**config.mk**
```make
export PLATFORM = sky130hd
export DESIGN_NAME = timer_regs
export DESIGN_NICKNAME = d
export VERILOG_FILES = /design/src/rtl/timer_pkg.sv /design/src/rtl/timer_regs.sv
export SDC_FILE = /design/constraint.sdc
export NUM_CORES = 1
export LEC_CHECK = 0
export CORE_MARGIN = 2
export CORE_UTILIZATION = 44
export DETAILED_ROUTE_END_ITERATION = 12
export PLACE_DENSITY = 0.77
export SYNTH_ARGS = -nofsm -noshare
export SYNTH_HDL_FRONTEND = slang
export SYNTH_SLANG_ARGS = --single-unit
```
**constraint.sdc**
```tcl
create_clock -name clk -period 2.18 [get_ports clk]
set_clock_uncertainty 0.2 [all_clocks]
set_input_delay 0.436 -clock clk [delete_from_list [all_inputs] [get_ports clk]]
set_output_delay 0.436 -clock clk [all_outputs]
set_load 0.05 [all_outputs]
```
**src/rtl/timer_pkg.sv**
```systemverilog
// timer_pkg: register offsets, overflow FSM states and TAC clock-select decode for timer_regs
package timer_pkg;
  localparam logic [1:0] REG_DIV  = 2'd0;
  localparam logic [1:0] REG_TIMA = 2'd1;
  localparam logic [1:0] REG_TMA  = 2'd2;
  localparam logic [1:0] REG_TAC  = 2'd3;
  typedef enum logic [1:0] {TimerIdle, TimerOvf, TimerReload} timer_state_e;
  function automatic logic [3:0] tac_bit(input logic [1:0] clk_sel);
    return clk_sel == 2'd0 ? 4'd9 : clk_sel == 2'd1 ? 4'd3 : clk_sel == 2'd2 ? 4'd5 : 4'd7;
  endfunction
endpackage

```
**src/rtl/timer_regs.sv**
```systemverilog
// timer_regs: DIV/TIMA/TMA/TAC timer at BASE_ADDR..+3 with delayed TMA reload and irq pulse.
// Optional macro TIMER_APU_TICK_EN adds apu_div_tick, a pulse on each falling edge of counter bit 12.
module timer_regs
  import timer_pkg::*;
#(
  parameter logic [15:0] BASE_ADDR = 16'hFF04
) (
  input  logic        clk,
  input  logic        reset_n,
  input  logic [15:0] mem_addr,
  input  logic        mem_enable,
  input  logic        mem_write,
  input  logic        bus_commit,
  input  logic [7:0]  mem_data_in,
  output logic [7:0]  mem_data_out,
  output logic        mem_hit,
`ifdef TIMER_APU_TICK_EN
  output logic        apu_div_tick,
`endif
  output logic        irq_timer
);
  logic [15:0] sys_counter, off;
  logic [7:0] tima, tma;
  logic [2:0] tac;
  logic [1:0] ovf_cnt;
  logic edge_prev, sel, tick, wr, wr_div, wr_tima, wr_tma, wr_tac;
  timer_state_e state;
  always_comb begin
    off = mem_addr - BASE_ADDR;
    mem_hit = mem_enable && off[15:2] == 14'd0;
    wr = mem_hit && mem_write && bus_commit;
    wr_div = wr && off[1:0] == REG_DIV;
    wr_tima = wr && off[1:0] == REG_TIMA;
    wr_tma = wr && off[1:0] == REG_TMA;
    wr_tac = wr && off[1:0] == REG_TAC;
    sel = sys_counter[tac_bit(tac[1:0])] & tac[2];
    tick = edge_prev & ~sel;
    mem_data_out = !mem_hit ? 8'hFF :
                   off[1:0] == REG_DIV ? sys_counter[15:8] :
                   off[1:0] == REG_TIMA ? tima :
                   off[1:0] == REG_TMA ? tma : {5'b11111, tac};
  end
  always_ff @(posedge clk or negedge reset_n)
    if (!reset_n) begin
      sys_counter <= '0;
      tima <= '0;
      tma <= '0;
      tac <= '0;
      edge_prev <= 1'b0;
      ovf_cnt <= '0;
      state <= TimerIdle;
      irq_timer <= 1'b0;
    end else begin
      sys_counter <= wr_div ? 16'd0 : sys_counter + 16'd1;
      edge_prev <= sel;
      irq_timer <= 1'b0;
      ovf_cnt <= ovf_cnt + 2'd1;
      if (wr_tma) tma <= mem_data_in;
      if (wr_tac) tac <= mem_data_in[2:0];
      if (state == TimerIdle) begin
        if (wr_tima) tima <= mem_data_in;
        else if (tick) begin
          tima <= tima + 8'd1;
          if (tima == 8'hFF) begin
            state <= TimerOvf;
            ovf_cnt <= 2'd0;
          end
        end
      end else if (state == TimerOvf) begin
        // a CPU write during the overflow window cancels the pending reload and irq
        if (wr_tima) begin
          tima <= mem_data_in;
          state <= TimerIdle;
        end else if (ovf_cnt == 2'd3) begin
          tima <= tma;
          irq_timer <= 1'b1;
          state <= TimerReload;
          ovf_cnt <= 2'd0;
        end else if (tick) tima <= tima + 8'd1;
      end else begin
        if (wr_tma) tima <= mem_data_in;
        else if (tick) tima <= tima + 8'd1;
        if (ovf_cnt == 2'd3) state <= TimerIdle;
      end
    end
`ifdef TIMER_APU_TICK_EN
  logic div12_prev;
  always_ff @(posedge clk or negedge reset_n)
    if (!reset_n) div12_prev <= 1'b0;
    else div12_prev <= sys_counter[12];
  assign apu_div_tick = div12_prev & ~sys_counter[12];
`endif
endmodule

```
Yosys cells after proc, flatten, opt, wreduce, memory -nomap -nowiden. Index checks and enable logic that the tools add are counted.

Bits of input ports: 29. Flip-flop bits (word level): 41. Output and inout bits: 10. Word-level logic and storage cells: 77.

Muxes and demuxes: 36. Reductions and logical operators: 14. Magnitude comparators: 1. Bitwise gates (word level): 3. Equality and inequality tests: 11. Add/sub/neg operators: 4.

Operator list (number): $mux 8 (11); $mux 2 (16); $add 16x1->16 const B (1); $mux 16 (1); $sub 16x16->16 const B (1); $logic_not 14->1 (1); $add 8x1->8 const B (1); $eq 2x2->1 const B (4); $eq 8x8->1 const B (1); $logic_and 1x1->1 (7); $eq 2x1->1 const B (3); $logic_not 2->1 (3); $reduce_bool 3->1 (2); $lt 4x5->1 const B (1); $mux 1 (5); $reduce_and 5->1 (1); $bmux 1 s4 (1); $mux 4 (1); $ne 2x2->1 const B (2); $mux 3 (1); $add 2x1->2 const B (1); $and 1x1->1 (2); $ne 2x1->1 const B (1); $not 1->1 (1).

Logic depth before layout (Yosys ltp). Gate-level depths: netlist of the first run.

Depth in word-level cells: 14. Depth in mapped cells: 8. Mapped depth without buffers: 6.

Worst setup path before layout of the first run. No wires, ideal clock.

Path type: input port to output port. Start: in mem_addr[3]. End: out mem_data_out[3]. Arrival: 2.282 ns. Setup slack: -0.738 ns. Buffers on the path: 0. Stages on the path: 4. Data required time: 1.544 ns. Cells stage by stage: nor4b_1 -> nand3b_1 -> nor2_1 -> nand2_1.

Longest elaborated chain between the ends: 4.

RTL lines: start: declaration (line timer_regs.sv:10) `input logic [15:0] mem_addr,`; $sub 16x16->16 (line timer_regs.sv:29) `off = mem_addr - BASE_ADDR;`; $logic_not 14->1 (line timer_regs.sv:30) `mem_hit = mem_enable && off[15:2] == 14'd0;`; $logic_and 1x1->1 (line timer_regs.sv:30); named net mem_hit (line timer_regs.sv:16) `output logic mem_hit,`; $mux 8 (line timer_regs.sv:38) `mem_data_out = !mem_hit ? 8'hFF :`; end: declaration (line timer_regs.sv:15) `output logic [7:0] mem_data_out,`.

The timed path passes the listed nets, and every way through them passes these cells.

Worst setup path after layout of the first run.
Start: reg sys_counter[10]. End: out mem_data_out[2].

Longest elaborated chain between the ends: 2.

RTL lines: start: declaration (line timer_regs.sv:22) `logic [15:0] sys_counter, off;`; start signal: assignment (line timer_regs.sv:54) `sys_counter <= wr_div ? 16'd0 : sys_counter + 16'd1;`; $mux 8 (line timer_regs.sv:39) `off[1:0] == REG_DIV ? sys_counter[15:8] :`; $mux 8 (line timer_regs.sv:38).

Every way passes these cells.

==> results.txt, run 1 <==
----------------------------------------------------
[Outcome]
  Status ... finished, violations left
  Failing checks ... negative hold slack, negative setup slack

[Power]
  Leak ... roughly 1.7 nW
  Internal Dissipation ... approximately 1.2 mW
  Worst supply voltage drop on vdd ... 292.2 uV
  Net switching power ... 0.3500 mW
  Fraction of power spent switching nets ... 0.2297
  Clock share of power ... 0.400
  Proportion of power drawn by combinational gates ... 0.094
  Overall Power ... 1.524 mW
  Cell Pwr Density ... between 400 and 500 nW/um^2
  Register share of total power ... 0.506

[STA]
  Maximum clock frequency ... roughly 410 MHz
  Total setup violations reported at the end of the flow ... 17
  Post-layout min period ... approximately 2.4 ns
  Final WS setup ... -0.2433 ns
  Setup repair after global routing missed its margin ... true
  Final hold violations ... 37
  Minimum hold slack ... -0.01321 ns
  Slew Limit Headroom ... 0.6495
  Tightest Pin Transition ... roughly 0.53 ns
  Final cycle utilization of the critical path ... 1.112
  Final max-slew violation count ... 0
  Post-Route Setup TNS ... -1.308 ns

[Yosys]
  Number of unique standard cell types used by synthesis ... 50
  Seq/Total Area, Yosys ... 0.4116
  Count of flip-flops with a built-in enable after synthesis ... 0
  Netlist area before placement ... around 2500 um^2
  Most used flip-flop cell after synthesis ... sky130_fd_sc_hd__dfrtp_1
  Avg Cell Area, Syn ... about 9.2 um^2
  Async set-reset flop share out of synthesis ... 1.000
  Number of flip-flops and latches in the synthesized netlist ... 41
  Post-Synthesis Net Count ... slightly above 300
  Synthesized instance count ... about 270
  Count of warnings emitted by yosys ... 0

[Final layout]
  Area growth syn-to-layout ... 49.85%
  Final core utilization ... 0.6824
  Layout Cells excl Fill ... 436
  Final Instance Area ... 3735 um^2
  Nets ... between 300 and 400
  Layout cell share with drive strength beyond 1 ... 0.3984
  Final antenna diode count ... 0

[Route]
  Overall via count from detail_route ... 2567
  Detail-routed net length per standard cell ... roughly 18 um
  Count of TritonRoute iterations in the first routing pass ... 5
  Remaining number of nets flagged by the antenna check after routing ... 0
  Via density per instance ... 5.888
  Final routed wirelength across all metal layers ... about 8000 um
  Residual DRC count ... 0
  Violation count after the first detailed-routing iteration ... 442

[Clocking]
  Clock tree from TritonCTS ... done
  Maximum number of buffers from clock root to sink ... 2
  Clk_lat worst skew ... approximately 0.31 ns
  Clock sinks ... 41
  Clk slew on worst S/H paths ... approximately 0.090 ns
  Clock root cell ... sky130_fd_sc_hd__clkbuf_8
  TritonCTS Buffers ... 5
  H-Tree Level Count ... 2

[Critical path]
  Req. time, crit path ... 1.54 ns
  Endpoint kind of the worst setup timing path ... output port
  Launching element type of the critical path ... flop
  Delay contributed by the slowest stage of the critical path ... roughly 0.48 ns
  Endpoint of the most critical register-to-register path ... tima[7]
  Type of the setup path with the least slack ... reg2out
  Count of cells along the worst register-to-register path ... 7
  Data arrival time of the critical path ... 1.79 ns
  Cells along the critical path ... mux4_2 -> or3_4 -> buf_8
  Slowest cell on crit path ... sky130_fd_sc_hd__mux4_2
  Reg-to-reg slack, setup ... -0.06 ns
  Critical register-to-register path startpoint ... tima[2]
  Worst-path maximum fanout ... 4

[Floorplan]
  Count of pins on the block boundary ... 39
  Die W ... 79.27 um
  Initial standard-cell utilization of the core ... 0.4554
  Height of the die ... around 80 um
  Die Area ... around 6300 um^2
  Number of cell rows ... 27
  Core area ... about 5500 um^2

[Min path]
  Hold Path Class ... in2async

[Flow run]
  Max-cap viol count ... 0

[Placed design]
  Placer congestion estimate ... ~0.84
  Detailed placement HPWL ... approximately 4900 um
  Placed Instance Area ... between 3000 and 4000 um^2
  Worst slack at placement ... -0.6140 ns
  Post-Place Cells ... around 400
  Number of I/O port buffers ... 38

[Global routing]
  First-pass GRT wire length ... 12420 um
  Overflow after GRT ... 0
  Maximum number of pins on one net before global-route repair ... 42
  Number of antenna violations at the first check in global routing ... 0
  Number of global-route vias before repair ... 2527
  Global-route usage over all layers ... 0.2555

----------------------------------------------------
## synthesized netlist by cell type, types with 5 or more instances
cell type                  number  area share
sky130_fd_sc_hd__xor2_1        11       0.039
sky130_fd_sc_hd__o21ai_0       11       0.022
sky130_fd_sc_hd__nor2_1        22       0.033
sky130_fd_sc_hd__nand2b_1       5       0.013
sky130_fd_sc_hd__and3_1         6       0.015
sky130_fd_sc_hd__clkbuf_1       7       0.011
sky130_fd_sc_hd__nor2b_1        7       0.018
sky130_fd_sc_hd__xnor2_1        7       0.025
sky130_fd_sc_hd__mux2_2         8       0.036
sky130_fd_sc_hd__o22ai_1        7       0.018
sky130_fd_sc_hd__a21oi_1        6       0.012
sky130_fd_sc_hd__nand2_1       49       0.074
sky130_fd_sc_hd__o211ai_1       7       0.021
sky130_fd_sc_hd__dfrtp_1       41        0.41
sky130_fd_sc_hd__nand3_1       10       0.020
## cell type report
cell class	count	area, um^2
clock buffer	5	68.82
clock inverter	2	35.03
fill	387	1738
inverter	3	11.26
multi-input combinational	216	1623
sequential	41	1026
tap	72	90.09
timing repair buffer	97	880.8
## flip-flops by register name, summed over array words and instances (netlist names)
| signal | cells |
|---|---|
| sys_counter | 16 |
| tima | 8 |
| tma | 8 |
| tac | 3 |
| ovf_cnt | 2 |
| state | 2 |
| edge_prev | 1 |
| irq_timer | 1 |
## cell families after synthesis
kind of cell               after synthesis  synth area share
DFF                                     41            0.4116
AOI/OAI and AO/OA                       48            0.1290
adders and majority gates                3           0.01506
xor gates and xnor gates                18           0.06325
muxes                                   15           0.07932
buffers and inverters                   14           0.02811
and+or+nand+nor                        132            0.2736
## power groups by stage
stage	clock network (mW)	registers [mW]	logic (mW)
2_1_floorplan	0	0.784	0.0327
3_5_place_dp	0	0.784	0.125
6_report	0.610	0.771	0.142
3_3_place_gp	0	0.784	0.122
4_1_cts	0.608	0.770	0.136
5_1_grt	0.632	0.771	0.153
## routing by layer
metal	GRT usage	vias to the layer above	share of wire
li1	-	1159	-
met1	0.3116	1222	0.38
met2	0.4602	160	0.51
met3	0.03864	26	0.081
met4	0.08448	0	0.033
met5	0	-	0
## cell usage in the layout (no fill, tap or decap), drive strengths merged, types with 7 or more instances in the layout
cell,count
buf,81
clkdlybuf4s50,9
dfrtp,41
mux2,8
nand2,49
nand3,10
nor2,24
nor2b,7
o211ai,7
o21ai,11
o22ai,8
xnor2,7
xor2,11
## timing repair
action | 4_1_cts | 5_1_grt
setup endpoints to repair | 49 | 21
setup buffers | 14 | 7
resized for setup | 100 | 22
endpoints found under the hold margin | 0 | 0
cloned | 1 | 0
pin swaps | 20 | 14
hold buffers | 0 | 0
## critical path, delay by kind of cell (launching register included)
| family | cells | cell delay, ns |
|---|---|---|
| simple gates | 1 | 0.39 |
| flops | 1 | 0.44 |
| mux | 1 | 0.48 |
| buf+inv | 1 | 0.16 |
## worst max path at each step
stage,start,cells past startpoint,slack [ns],endpoint
3_3_place_gp,mem_addr[3],9,-0.59,tima[1]
4_1_cts,sys_counter[10],3,-0.22,mem_data_out[2]
2_1_floorplan,mem_addr[12],8,-0.15,tima[6]
5_1_grt,sys_counter[10],3,-0.23,mem_data_out[2]
6_report,sys_counter[10],3,-0.24,mem_data_out[2]
3_5_place_dp,mem_addr[3],8,-0.61,tima[3]
No activity file was read; power rests on OpenSTA's default activity.
==> run 2: changes to the inputs <==
- CAP_MARGIN: not set -> 20
- GPL_ROUTABILITY_DRIVEN: not set -> 0
==> results of run 2 <==
Same layout as run 1: the final DEF is identical, and so are final timing and power.
